### src/rtl/nes_bus_pkg.sv
// Shared NES CPU-bus types and fixed register addresses used by the sprite DMA.
package nes_bus_pkg;

  typedef logic [15:0] cpu_addr_t;

  typedef enum logic [2:0] {
    IDLE,
    HALTREQ,
    ALIGN,
    GET,
    PUT
  } dma_state_t;

  localparam cpu_addr_t NES_DMA_REG_ADDR  = 16'h4014;
  localparam cpu_addr_t NES_OAM_DATA_ADDR = 16'h2004;

endpackage

### src/rtl/nes_bus_mux.sv
// Bus-master select: CPU drives the bus unless the DMA engine owns it.
module nes_bus_mux
  import nes_bus_pkg::*;
(
  input  logic        i_sel_dma,
  input  logic [15:0] i_cpu_addr,
  input  logic        i_cpu_ren,
  input  logic        i_cpu_wen,
  input  logic [7:0]  i_cpu_wdata,
  input  logic [15:0] i_dma_addr,
  input  logic        i_dma_ren,
  input  logic        i_dma_wen,
  input  logic [7:0]  i_dma_wdata,
  output logic [15:0] o_bus_addr,
  output logic        o_bus_ren,
  output logic        o_bus_wen,
  output logic [7:0]  o_bus_wdata
);

  cpu_addr_t w_addr;

  // CPU strobes are fully masked while the DMA owns the bus
  always_comb begin
    w_addr      = i_cpu_addr;
    o_bus_ren   = i_cpu_ren;
    o_bus_wen   = i_cpu_wen;
    o_bus_wdata = i_cpu_wdata;
    if (i_sel_dma) begin
      w_addr      = i_dma_addr;
      o_bus_ren   = i_dma_ren;
      o_bus_wen   = i_dma_wen;
      o_bus_wdata = i_dma_wdata;
    end
  end

  assign o_bus_addr = w_addr;

endmodule

### src/rtl/nes_oam_dma.sv
// Sprite DMA engine: a CPU write to $4014 halts the CPU via RDY and copies
// page $PP00-$PPFF to OAMDATA, one byte per get/put CPU-cycle pair.
module nes_oam_dma
  import nes_bus_pkg::*;
#(
  parameter cpu_addr_t DMA_REG_ADDR  = NES_DMA_REG_ADDR,
  parameter cpu_addr_t OAM_DATA_ADDR = NES_OAM_DATA_ADDR,
  parameter int        XFER_LEN      = 256
) (
  input  logic        clk,
  input  logic        rst,
  input  logic        cyc_en,
  input  logic [15:0] cpu_addr,
  input  logic        cpu_ren,
  input  logic        cpu_wen,
  input  logic [7:0]  cpu_wdata,
  input  logic [7:0]  bus_rdata,
  output logic        cpu_rdy,
  output logic [15:0] bus_addr,
  output logic        bus_ren,
  output logic        bus_wen,
  output logic [7:0]  bus_wdata,
  output logic        dma_active
);

  localparam int               CNT_W    = $clog2(XFER_LEN);
  localparam logic [CNT_W-1:0] LAST_IDX = CNT_W'(XFER_LEN - 1);

  dma_state_t       r_state;
  logic             r_parity;
  logic [CNT_W-1:0] r_count;
  logic [7:0]       r_page;
  logic [7:0]       r_data;
  logic             r_cpu_rdy;
  logic             r_dma_active;
  cpu_addr_t        r_dma_addr;
  logic             r_dma_ren;
  logic             r_dma_wen;

  dma_state_t       w_state_nxt;
  logic [CNT_W-1:0] w_count_nxt;
  logic [7:0]       w_page_nxt;
  logic [7:0]       w_data_nxt;
  logic             w_cpu_rdy_nxt;
  logic             w_active_nxt;
  cpu_addr_t        w_dma_addr_nxt;
  logic             w_dma_ren_nxt;
  logic             w_dma_wen_nxt;
  logic             w_trigger;

  assign w_trigger = cpu_wen && (cpu_addr == DMA_REG_ADDR);

  // State register plus registered DMA-side bus drive; all advance only on CPU-cycle boundaries
  always_ff @(posedge clk) begin
    if (rst) begin
      r_state      <= IDLE;
      r_parity     <= 1'b0;
      r_count      <= '0;
      r_page       <= '0;
      r_data       <= '0;
      r_cpu_rdy    <= 1'b1;
      r_dma_active <= 1'b0;
      r_dma_addr   <= '0;
      r_dma_ren    <= 1'b0;
      r_dma_wen    <= 1'b0;
    end else if (cyc_en) begin
      r_state      <= w_state_nxt;
      r_parity     <= ~r_parity;
      r_count      <= w_count_nxt;
      r_page       <= w_page_nxt;
      r_data       <= w_data_nxt;
      r_cpu_rdy    <= w_cpu_rdy_nxt;
      r_dma_active <= w_active_nxt;
      r_dma_addr   <= w_dma_addr_nxt;
      r_dma_ren    <= w_dma_ren_nxt;
      r_dma_wen    <= w_dma_wen_nxt;
    end
  end

  // Next state and the bus drive for the cycle that the next state represents
  always_comb begin
    w_state_nxt = r_state;
    w_count_nxt = r_count;
    w_page_nxt  = r_page;
    w_data_nxt  = r_data;
    case (r_state)
      IDLE: begin
        if (w_trigger) begin
          w_page_nxt  = cpu_wdata;
          w_state_nxt = HALTREQ;
        end
      end
      HALTREQ: begin
        // The 6502 only honours RDY on reads; the first read is the halt cycle.
        // A halt on a put-parity cycle lands the next cycle on a get directly.
        if (cpu_ren) begin
          w_state_nxt = r_parity ? GET : ALIGN;
        end
      end
      ALIGN: begin
        w_state_nxt = GET;
      end
      GET: begin
        w_data_nxt  = bus_rdata;
        w_state_nxt = PUT;
      end
      PUT: begin
        if (r_count == LAST_IDX) begin
          w_count_nxt = '0;
          w_state_nxt = IDLE;
        end else begin
          w_count_nxt = r_count + 1'b1;
          w_state_nxt = GET;
        end
      end
      default: begin
        w_state_nxt = IDLE;
      end
    endcase

    // CPU is held off for every state except IDLE
    w_cpu_rdy_nxt  = (w_state_nxt == IDLE);
    w_active_nxt   = (w_state_nxt == GET) || (w_state_nxt == PUT);
    w_dma_ren_nxt  = (w_state_nxt == GET);
    w_dma_wen_nxt  = (w_state_nxt == PUT);
    w_dma_addr_nxt = OAM_DATA_ADDR;
    if (w_state_nxt == GET) begin
      w_dma_addr_nxt = cpu_addr_t'({w_page_nxt, 8'h00}) | cpu_addr_t'(w_count_nxt);
    end
  end

  nes_bus_mux u_mux (
    .i_sel_dma   (r_dma_active),
    .i_cpu_addr  (cpu_addr),
    .i_cpu_ren   (cpu_ren),
    .i_cpu_wen   (cpu_wen),
    .i_cpu_wdata (cpu_wdata),
    .i_dma_addr  (r_dma_addr),
    .i_dma_ren   (r_dma_ren),
    .i_dma_wen   (r_dma_wen),
    .i_dma_wdata (r_data),
    .o_bus_addr  (bus_addr),
    .o_bus_ren   (bus_ren),
    .o_bus_wen   (bus_wen),
    .o_bus_wdata (bus_wdata)
  );

  assign cpu_rdy    = r_cpu_rdy;
  assign dma_active = r_dma_active;

endmodule

### config.mk
export PLATFORM = sky130hd
export DESIGN_NAME = nes_oam_dma
export DESIGN_NICKNAME = d
export VERILOG_FILES = /design/src/rtl/nes_bus_pkg.sv /design/src/rtl/nes_bus_mux.sv /design/src/rtl/nes_oam_dma.sv
export SDC_FILE = /design/constraint.sdc
export NUM_CORES = 1
export LEC_CHECK = 0
export BUFFER_PORTS_ARGS = -buffer_cell sky130_fd_sc_hd__buf_2
export CAP_MARGIN = 20
export CORE_ASPECT_RATIO = 0.7
export CORE_MARGIN = 2
export CORE_UTILIZATION = 31
export CTS_CLUSTER_DIAMETER = 120
export DETAILED_ROUTE_END_ITERATION = 12
export PLACE_DENSITY_LB_ADDON = 0.1
export SYNTH_ARGS = -nofsm -noshare
export SYNTH_HDL_FRONTEND = slang
export SYNTH_SLANG_ARGS = --single-unit
### constraint.sdc
create_clock -name clk -period 4.27 [get_ports clk]
set_clock_uncertainty 0.05 [all_clocks]
set_input_delay 0.6405 -clock clk [delete_from_list [all_inputs] [get_ports clk]]
set_output_delay 0.6405 -clock clk [all_outputs]
set_load 0.02 [all_outputs]
==> results of run 1 <==
## layer usage
layer | track usage (%) | vias to the layer above
met5 | 0 | -
met4 | 3.462 | 0
met1 | 26.32 | 934
li1 | - | 1081
met3 | 3.316 | 5
met2 | 18.99 | 72
## per-stage QoR
stage          hold slack [ns]  std cells  area (sq um)  worst slack (ns)
2_1_floorplan           0.3694        271          2365             2.041
3_3_place_gp            0.3787        420          2769             1.832
3_5_place_dp            0.3928        420          2769             1.803
4_1_cts                 0.4106        428          2863             1.534
5_1_grt                 0.4333        428          2863             1.473
6_report                0.4056        428          2863             1.584
## power by group
group	internal (W)	switching, W
Sequential	0.000458	0.0000119
Clock	0.000132	0.000150
Combinational	0.0000563	0.0000797
## sequential cells by signal, summed over array words and instances (netlist names), 3 cells and up
signal      flops
r_state         3
r_dma_addr     16
r_page          8
r_count         8
r_data          8
## worst min-delay path: stages (launching register included)
cell,delay (ns)
dfxtp_1,0.31
nand2_1,0.05
a21oi_1,0.05
## worst paths after layout
check,start,end,slack (ns)
hold reg to reg,r_data[1]$_SDFFE_PP0P_,r_data[1]$_SDFFE_PP0P_,0.41
setup / recovery,dma_active$_SDFFE_PP0P_,bus_wdata[2],1.58
setup reg to reg,r_count[0]$_SDFFE_PP0P_,r_dma_ren$_SDFFE_PP0P_,1.82
hold / removal,r_data[1]$_SDFFE_PP0P_,r_data[1]$_SDFFE_PP0P_,0.41
## logic make-up after synthesis
logic type,after synthesis,share of synthesized area [%]
adders and majority gates,1,0.5290
AOI/OAI and AO/OA,50,13.81
xor gates and xnor gates,9,3.333
buffers and inverters,19,3.228
DFF,48,40.63
muxes,35,16.19
and+or+nand+nor,109,22.27
## synthesized netlist by cell type, types with 2 or more instances
master    count
a211oi_1      4
a21oi_1      20
a221oi_1      7
and3_1        2
buf_2         4
clkbuf_1     13
dfxtp_1      48
inv_1         2
mux2_2       26
mux2i_1       9
nand2_1      33
nand2b_1      2
nand3_1       7
nand4_1       2
nor2_1       37
nor2b_1       2
nor3_1       11
nor4_1        2
o21ai_0       3
o21ai_1       2
o31a_1        2
o31ai_1       7
xnor2_1       5
xor2_1        4
## area by class of cell
class                      count  area share, %
sequential                    48          33.57
clock buffer                   7          3.016
clock inverter                 1         0.2622
multi-input combinational    204          46.37
tap                           98          4.283
inverter                       2         0.2622
timing repair buffer          68          12.24
==> results.md, run 1 <==
- NumNets Final: 367
- Drt initial violations: 206
- Hold path depth: 2
- DR vias: 2,092
- Post-CTS setup buffers: 0
- # diodes: 0
- Drt first pass iters: 4
- Sequential area share after synthesis: 40.63%
- Worst-Skew Late Latency: 0.30 ns
- Synth area leaders: dfxtp_1, mux2_2, nor2_1
- Commonest non-fill, non-tap cell in the layout: buf_2
- Routed wire length: 6482 um
- Worst Path Class, Setup: flop to output pin
- Clk buf depth: 2
- Worst vdd ir: 130.4 uV
- Rows: 26
- Met3 WL: 466 um
- Fraction of layout cells with a size suffix above 1: 32.12%
- H-tree levels: 2
- Syn nets: 309
- Ys Warns: 0
- Die Ht: 77.08 um
- Unrepaired setup endpoints after global routing: no
- Max cap viols: 0
- Startpoint types: flop
- Avg Cell Area, Syn: 8.726 sq um
- Seq. cell area: 960.9 sq um
- Root buf cell: clkbuf_8
- Critical Path AT: 2.00 ns
- Final core utilization: 38.94%
- CTS Sinks: 48
- Top FF cell, synth: dfxtp_1
- Io pins: 65
- Crit path depth: 3
- WP buf/inv: 2
- Antenna viol nets, final: 0
- Multi-input logic area: 0.001328 sq mm
- TNS Setup: 0 ns
- Die width: 108.4 um
- Worst-path clk slew: 0.09 ns
- Slew Viols, Final: 0
- Fin crit share: 62.91%
- Top delay family on crit path: flip-flops
- Top Layer Used: met4
- Reg2reg path depth: 6
- Die ar.: 0.008354 sq mm
- Initial antenna violation count: 0
- Final HPWL DP: 4771 um
- Final min period: 2.686 ns
- Number of port buffers: 64
- CTS tree: yes
- Cts hold-fix bufs: 0
- Yosys cell types: 41
- Crit path cell chain: buf_4 -> mux2_2 -> buf_2
- Largest net degree at the start of global routing: 43
- Met2 Wirelength: 2343 um
- Core ar.: 0.007352 sq mm
- F_max: 372.3 MHz
- Post-Synthesis Cells: 271
- # setup viols final: 0
- Pwr per Cell Area: 310.0 mW/mm^2
- Worst-Margin Slew: 0.9087 ns
- Final hold vios: 0
- HP Class: flop to flop
- Status: completed
- Total CTS buffers: 5
- Gates resized, CTS repair: 0
- Mapped Area: 0.002365 sq mm
- Vias in the first global route: 1,819
- Overall routing resource usage: 15.55%
- Slew HR: 39.34%
- Total power: 0.0008873 W
- Crit-path max cell delay: 0.92 ns
- Crit path capture type: output pin
- Initial Util: 32.16%
- Slowest-stage cell, CP: dfxtp_1
- Leak pwr: 1.064 nW
- Post-synth top area share: 40.63%
- P&R area growth vs syn: 21.06%
- Commonest non-fill, non-tap cells in the layout: buf_2, dfxtp_1, nor2_1
- Vias per inst: 4.888
- Routability cong.: 0.7930
- Grt total ovfl: 0
- First-pass GRT wire length: 10,070 um
- Worst Path Max Fanout: 19
- FF+latch count, synth: 48
- Yosys top cell by area: dfxtp_1
- Worst EP required: 3.58 ns
- Drt drc: 0
- Asr flop ratio synth: 0%
- Routed metal-1 wire length: 3623 um
- Fill cells: 791
- WL/cell: 15.14 um
- Post-synth EDFFs: 0
(Power assumes the default switching activity.)
==> run 2, diff against run 1 <==
Settings changed: ABC_AREA set to 1.
Clock period 4.27 ns to 2.5 ns, I/O delays scaled along.
==> results.md, run 2 <==
- Final hold vios: 0 (unchanged)
- Post-Synth Adder-Cell Area: 0.4810% (-0.048 points)
- Grt total ovfl: 0 (unchanged)
- Commonest non-fill, non-tap cells in the layout: nand2_1, buf_2, nor2_1
- Hold path depth: 3 (+1)
- WP buf/inv: 1 (-1)
- DR vias: 2,540 (+21%)
- Post-synth top cells: nand2_1, nor2_1, dfxtp_1, inv_1, o21ai_0
- CTS Sinks: 48 (unchanged)
- Final min period: 1.749 ns
- Root buf cell: clkbuf_16
- Unrepaired setup endpoints after global routing: no
- Worst Path Class, Setup: flop to flop
- CTS tree: yes
- Biggest register: r_dma_addr
- Status: completed
- Critical Path AT: 1.86 ns (-0.14 ns)
- Asr flop ratio synth: 0% (unchanged)
- R2r setup slk: 0.75 ns (-1.07 ns)
- Grt peak-use layer: met1
- Count leader, synth: nand2_1
- Io pins: 65 (unchanged)
- Final HPWL DP: 5376 um (+13%)
- Compound-gate portion of the synthesized area: 17.65% (+3.8 points)
- Mapped Area: 0.002601 sq mm (+10%)
- Initial antenna violation count: 0 (unchanged)
- Antenna viol nets, final: 0 (unchanged)
- Startpoint types: flop
- Yosys top cell by area: dfxtp_1
- Vias in the first global route: 2,341 (+29%)
- Reg2reg end: r_dma_ren$_SDFFE_PP0P_
- FF+latch count, synth: 48 (unchanged)
- Clk buf depth: 2 (unchanged)
- Die ar.: 0.009151 sq mm (+9.5%)
- Vias per inst: 4.520 (-7.5%)
- Gates resized, CTS repair: 0 (unchanged)
- Ys Warns: 0 (unchanged)
- Crit path cell chain: ha_1 -> nand2_1 -> nor2_2 -> nand2_1 -> nand2_1 -> nand3_4 -> nand2_4 -> inv_4 -> nand2_1 -> a21oi_1
- Top FF cell, synth: dfxtp_1
- Slew HR: 54.02% (+15 points)
- P&R area growth vs syn: 22.08%
- # setup viols final: 0 (unchanged)
- Fin crit share: 69.94%
- Mux cell area share after synthesis: 0% (-16 points)
- Hold_sp: bus_rdata[2]
- Max cap viols: 0 (unchanged)
- Critical Path Most Common Cell: nand2_1
- H-tree levels: 2 (unchanged)
- Post-synth EDFFs: 0 (unchanged)
- Synth area leaders: dfxtp_1, nand2_1, nor2_1
- F_max: 571.9 MHz
- Drt initial violations: 152 (-26%)
- Slew Viols, Final: 0 (unchanged)
- Commonest non-fill, non-tap cell in the layout: nand2_1
- Post-CTS setup buffers: 0 (unchanged)
- Post-Synthesis Cells: 401 (+48%)
- Die Ht: 80.64 um (+4.6%)
- Worst Path Max Fanout: 13 (-6)
- NumNets Final: 498 (+36%)
- First-pass GRT wire length: 11,760 um (+17%)
- TNS Setup: 0 ns (unchanged)
- Reg2reg start: r_count[0]$_SDFFE_PP0P_
- # diodes: 0 (unchanged)
- Sequential area share after synthesis: 36.94% (-3.7 points)
- Cts hold-fix bufs: 0 (unchanged)
- Avg Cell Area, Syn: 6.487 sq um (-26%)
- Overall routing resource usage: 16.21% (+0.66 points)
- Worst vdd ir: 244.0 uV (+87%)
- Crit path depth: 10 (+7)
- Crit path capture type: flop
- Drt drc: 0 (unchanged)
- Initial Util: 32.49% (+0.32 points)
- Routed wire length: 7215 um (+11%)
- Routability cong.: 0.7964 (+0.43%)
- Largest net degree at the start of global routing: 29 (-33%)
- Main combinational cell family by area after synthesis: simple AND/OR/NAND/NOR gates
- Worst-Skew Late Latency: 0.29 ns (about the same)
- Synth Area in XOR/XNOR: 1.347% (-2.0 points)
- GR Layer Usage met1: 24.36% (-2.0 points)
- HP Class: input port to flop
- Max FFs per register: 16 (unchanged)
- Rows: 27 (+3.8%)
- Worst Hold Margin: 0.3124 ns (-0.09313 ns)
- Slowest-stage cell, CP: dfxtp_1
- Yosys cell types: 26 (-37%)
- Worst-path clk slew: 0.07 ns (-0.02 ns)
- Worst EP required: 2.61 ns (-0.97 ns)
- Met3 Use GR: 3.547% (+0.23 points)
- Post-synthesis simple-gate area fraction: 33.72% (+11 points)
- Fraction of layout cells with a size suffix above 1: 22.78% (-9.3 points)
- Post-synth top area share: 36.94% (-3.7 points)
- Reg2reg path depth: 10 (+4)
- Grt met2 use: 23.77% (+4.8 points)
- Hold endpoint: r_data[2]$_SDFFE_PP0P_
- Leak pwr: 1.472 nW (+38%)
- Crit-path max cell delay: 0.41 ns (-0.51 ns)
- Total CTS buffers: 5 (unchanged)
- Core ar.: 0.008006 sq mm (+8.9%)
- Die width: 113.5 um (+4.7%)
- Syn nets: 439 (+42%)
- Number of port buffers: 64 (unchanged)
- Fill cells: 868 (+9.7%)
- Pwr per Cell Area: 579.9 mW/mm^2 (+87%)
- Top delay family on crit path: simple AND/OR/NAND/NOR gates
- WL/cell: 12.84 um (-15%)
- Drt first pass iters: 4 (unchanged)
- Worst-Margin Slew: 0.6890 ns (-0.2197 ns)
==> run 2: worst max-delay path by stage <==
| stage | endpoint | from | slack (ns) |
|---|---|---|---|
| global placement | dma_active$_SDFFE_PP0P_ | cpu_addr[10] | 0.72 |
| floorplan | bus_wdata[7] | dma_active$_SDFFE_PP0P_ | 0.79 |
| finish | r_dma_ren$_SDFFE_PP0P_ | r_count[0]$_SDFFE_PP0P_ | 0.75 |
| CTS | bus_wdata[0] | dma_active$_SDFFE_PP0P_ | 0.73 |
| detailed placement | r_dma_ren$_SDFFE_PP0P_ | cpu_addr[10] | 0.72 |
| global route | r_data[7]$_SDFFE_PP0P_ | r_state[0]$_SDFFE_PP0P_ | 0.57 |
==> run 2: layer usage <==
metal  wire (um)  up-vias  part of all wire [%]
met3         401        3                   5.6
met1        4019     1097                    56
met5           0        -                     0
met2        2774       64                    38
met4          21        0                  0.29
li1            -     1376                     -
==> run 2: report_power, final <==
part	total, W	internal (W)	switching [W]
Combinational	0.000282	0.0000930	0.000189
Clock	0.000762	0.000470	0.000292
Sequential	0.000798	0.000784	0.0000144
Total	0.00184	0.00135	0.000495
==> run 2: layout make-up <==
type	count	area, sq um	area share, %
flip-flops and latches	48	960.9	30.26
clock inverters	3	42.54	1.340
repair buffers	71	372.9	11.74
well taps	101	126.4	3.979
multi-input cells	291	1384	43.58
inverters	43	163.9	5.162
clock buffers	5	125.1	3.940
==> run 2: cells by family after synthesis <==
family	after synthesis
and+or+nand+nor	207
AOI/OAI and AO/OA	79
buffers and inverters	62
DFF	48
xor gates and xnor gates	4
adders and majority gates	1
==> run 2: worst register-to-register path: cells and delay by family, from the launching register on <==
kind / cells / cell delay, ns
compound gates: 1 / 0.07
fa+ha+maj: 1 / 0.20
buf+inv: 1 / 0.09
flops: 1 / 0.41
simple gates: 7 / 0.81
==> run 2: metrics by stage <==
step           instance area [sq um]  util (%)  total power, W  cells  worst slack, ns
6_report                        3176     39.66        0.001841    562           0.7515
3_5_place_dp                    3008     37.57        0.001098    554           0.7182
3_3_place_gp                    3008     37.57        0.001099    554           0.7231
4_1_cts                         3176     39.66        0.001873    562           0.7292
5_1_grt                         3176     39.66        0.001929    562           0.5728
2_1_floorplan                   2601         -       0.0009974    401           0.7916
==> run 3, diff against run 2 <==
Settings changed: ABC_AREA 1 to 0.
Clock period 2.5 ns to 1.7 ns, I/O delays scaled along.
==> results.md, run 3 (same netlist as run 1, synthesis figures left out) <==
- Overall routing resource usage: 16.48% (+0.26 points)
- Fraction of layout cells with a size suffix above 1: 45.86% (+23 points)
- Die Ht: 77.08 um (-4.4%)
- H-tree levels: 2 (unchanged)
- Leak pwr: 1.310 nW (-11%)
- Routed wire length: 7255 um (+0.55%)
- Core ar.: 0.007352 sq mm (-8.2%)
- Number of port buffers: 64 (unchanged)
- Critical Path AT: 1.37 ns (-0.49 ns)
- Max FFs per register: 16 (unchanged)
- Worst Path Max Fanout: 7 (-6)
- Vias per inst: 4.946 (+9.4%)
- # setup viols final: 0 (unchanged)
- Crit path capture type: output pin
- Commonest non-fill, non-tap cells in the layout: buf_2, dfxtp_1, nor2_1
- Worst Path Class, Setup: flop to output pin
- WL/cell: 15.77 um (+23%)
- Drt first pass iters: 4 (unchanged)
- Slew HR: 72.57% (+19 points)
- NumNets Final: 399 (-20%)
- Seq. cell area: 978.4 sq um (+1.8%)
- Unrepaired setup endpoints after global routing: yes
- Status: completed
- Grt total ovfl: 0 (unchanged)
- Rows: 26 (-3.7%)
- Antenna viol nets, final: 0 (unchanged)
- Startpoint types: flop
- Initial Util: 32.16% (-0.32 points)
- Pwr per Cell Area: 687.2 mW/mm^2 (+19%)
- Commonest non-fill, non-tap cell in the layout: buf_2
- Drt initial violations: 102 (-33%)
- Vias in the first global route: 1,989 (-15%)
- P&R area growth vs syn: 43.55%
- Worst EP required: 1.39 ns (-1.22 ns)
- Die ar.: 0.008354 sq mm (-8.7%)
- Fin crit share: 98.44%
- Max cap viols: 0 (unchanged)
- F_max: 597.5 MHz
- Worst-path clk slew: 0.10 ns (+0.03 ns)
- Die width: 108.4 um (-4.5%)
- Clk buf depth: 2 (unchanged)
- Multi-input logic area: 0.001471 sq mm (+6.3%)
- Fill cells: 751 (-13%)
- # diodes: 0 (unchanged)
- Routability cong.: 0.8354 (+4.9%)
- Post-route setup slack: 0.02647 ns (-0.7250 ns)
- CTS tree: yes
- Final std cells w/o fill: 460 (-18%)
- Hold path depth: 3 (unchanged)
- First-pass GRT wire length: 10,620 um (-9.7%)
- Final hold vios: 0 (unchanged)
- Biggest register: r_dma_addr
- Total CTS buffers: 5 (unchanged)
- CTS Sinks: 48 (unchanged)
- Slew Viols, Final: 0 (unchanged)
- Worst vdd ir: 317.7 uV (+30%)
- Final HPWL DP: 5087 um (-5.4%)
- Worst-Skew Late Latency: 0.30 ns (about the same)
- Post-place setup slack: -0.07946 ns (-0.7976 ns)
- Largest net degree at the start of global routing: 29 (unchanged)
- Initial antenna violation count: 0 (unchanged)
- Io pins: 65 (unchanged)
- Worst-Margin Slew: 0.4099 ns (-0.2790 ns)
- Drt drc: 0 (unchanged)
- Post-placement cell count: 449 (-19%)
- Root buf cell: clkbuf_8
- Final min period: 1.674 ns
- DR vias: 2,275 (-10%)
- Reg2reg path depth: 7 (-3)
- HP Class: input port to flop
[run 3: cell count changes in the layout (fill, tap and decap cells not counted), sizes merged, moves of 7 or more]
cell | previous run | this run
a21oi | 38 | 20
mux2 | 0 | 26
a221oi | 0 | 7
nand2 | 135 | 33
o21ai | 30 | 6
mux2i | 0 | 9
o31ai | 0 | 7
buf | 71 | 99
o21a | 8 | 1
inv | 43 | 2
nor3 | 1 | 12
nor2 | 55 | 38
[run 3: worst paths after layout]
| path | endpoint | slack, ns | startpoint |
|---|---|---|---|
| hold / removal | r_data[4]$_SDFFE_PP0P_ | 0.12 | bus_rdata[4] |
| setup / recovery | bus_addr[10] | 0.03 | dma_active$_SDFFE_PP0P_ |
| setup reg to reg | r_dma_addr[0]$_SDFFE_PP0P_ | 0.05 | r_state[1]$_SDFFE_PP0P_ |
| hold reg to reg | r_data[1]$_SDFFE_PP0P_ | 0.41 | r_data[1]$_SDFFE_PP0P_ |
[run 3: worst max-delay path, cell delays in order (launching register included)]
cell	delay (ns)
dfxtp_4	0.40
buf_6	0.16
mux2_2	0.34
buf_2	0.16
[run 3: final cells by class]
type | count | share of cell area, %
Clock buffer | 5 | 2.027
Clock inverter | 3 | 0.7003
Inverter | 2 | 0.2212
Multi-Input combinational cell | 204 | 43.35
Sequential cell | 48 | 28.82
Tap cell | 98 | 3.612
Timing Repair Buffer | 100 | 21.27
[run 3: routing by layer]
| metal | part of all wire [%] | wire, um | up-vias | track usage, % |
|---|---|---|---|---|
| li1 | - | - | 1141 | - |
| met1 | 57 | 4136 | 1062 | 28.32 |
| met2 | 36 | 2616 | 67 | 19.43 |
| met3 | 6.2 | 447 | 5 | 3.486 |
| met4 | 0.76 | 55 | 0 | 4.231 |
| met5 | 0 | 0 | - | 0 |
[run 3: stage by stage]
step                setup TNS [ns]  total power [W]  instance area (sq um)  util, %  hold WS [ns]
floorplan                        0         0.001414                   2375        -        0.3410
global placement            -1.025         0.001592                   3043    41.39        0.3910
detailed placement         -0.8921         0.001591                   3043    41.39        0.3960
CTS                              0         0.002301                   3167    43.07        0.1174
global route               -0.3441         0.002437                   3395    46.17        0.1222
finish                           0         0.002333                   3395    46.17        0.1247
[run 3: repair_timing]
action / in CTS / in global routing
gates cloned: 0 / 2
pin swaps: 1 / 6
gates resized for setup: 8 / 47
setup endpoints to repair: 33 / 54
hold buffers: 0 / 0
setup buffers: 1 / 1
[run 3: power breakdown]
| part | switching [W] | internal, W |
|---|---|---|
| Sequential | 0.0000282 | 0.00115 |
| Combinational | 0.000241 | 0.000214 |
| Clock | 0.000410 | 0.000292 |
| Total | 0.000679 | 0.00165 |
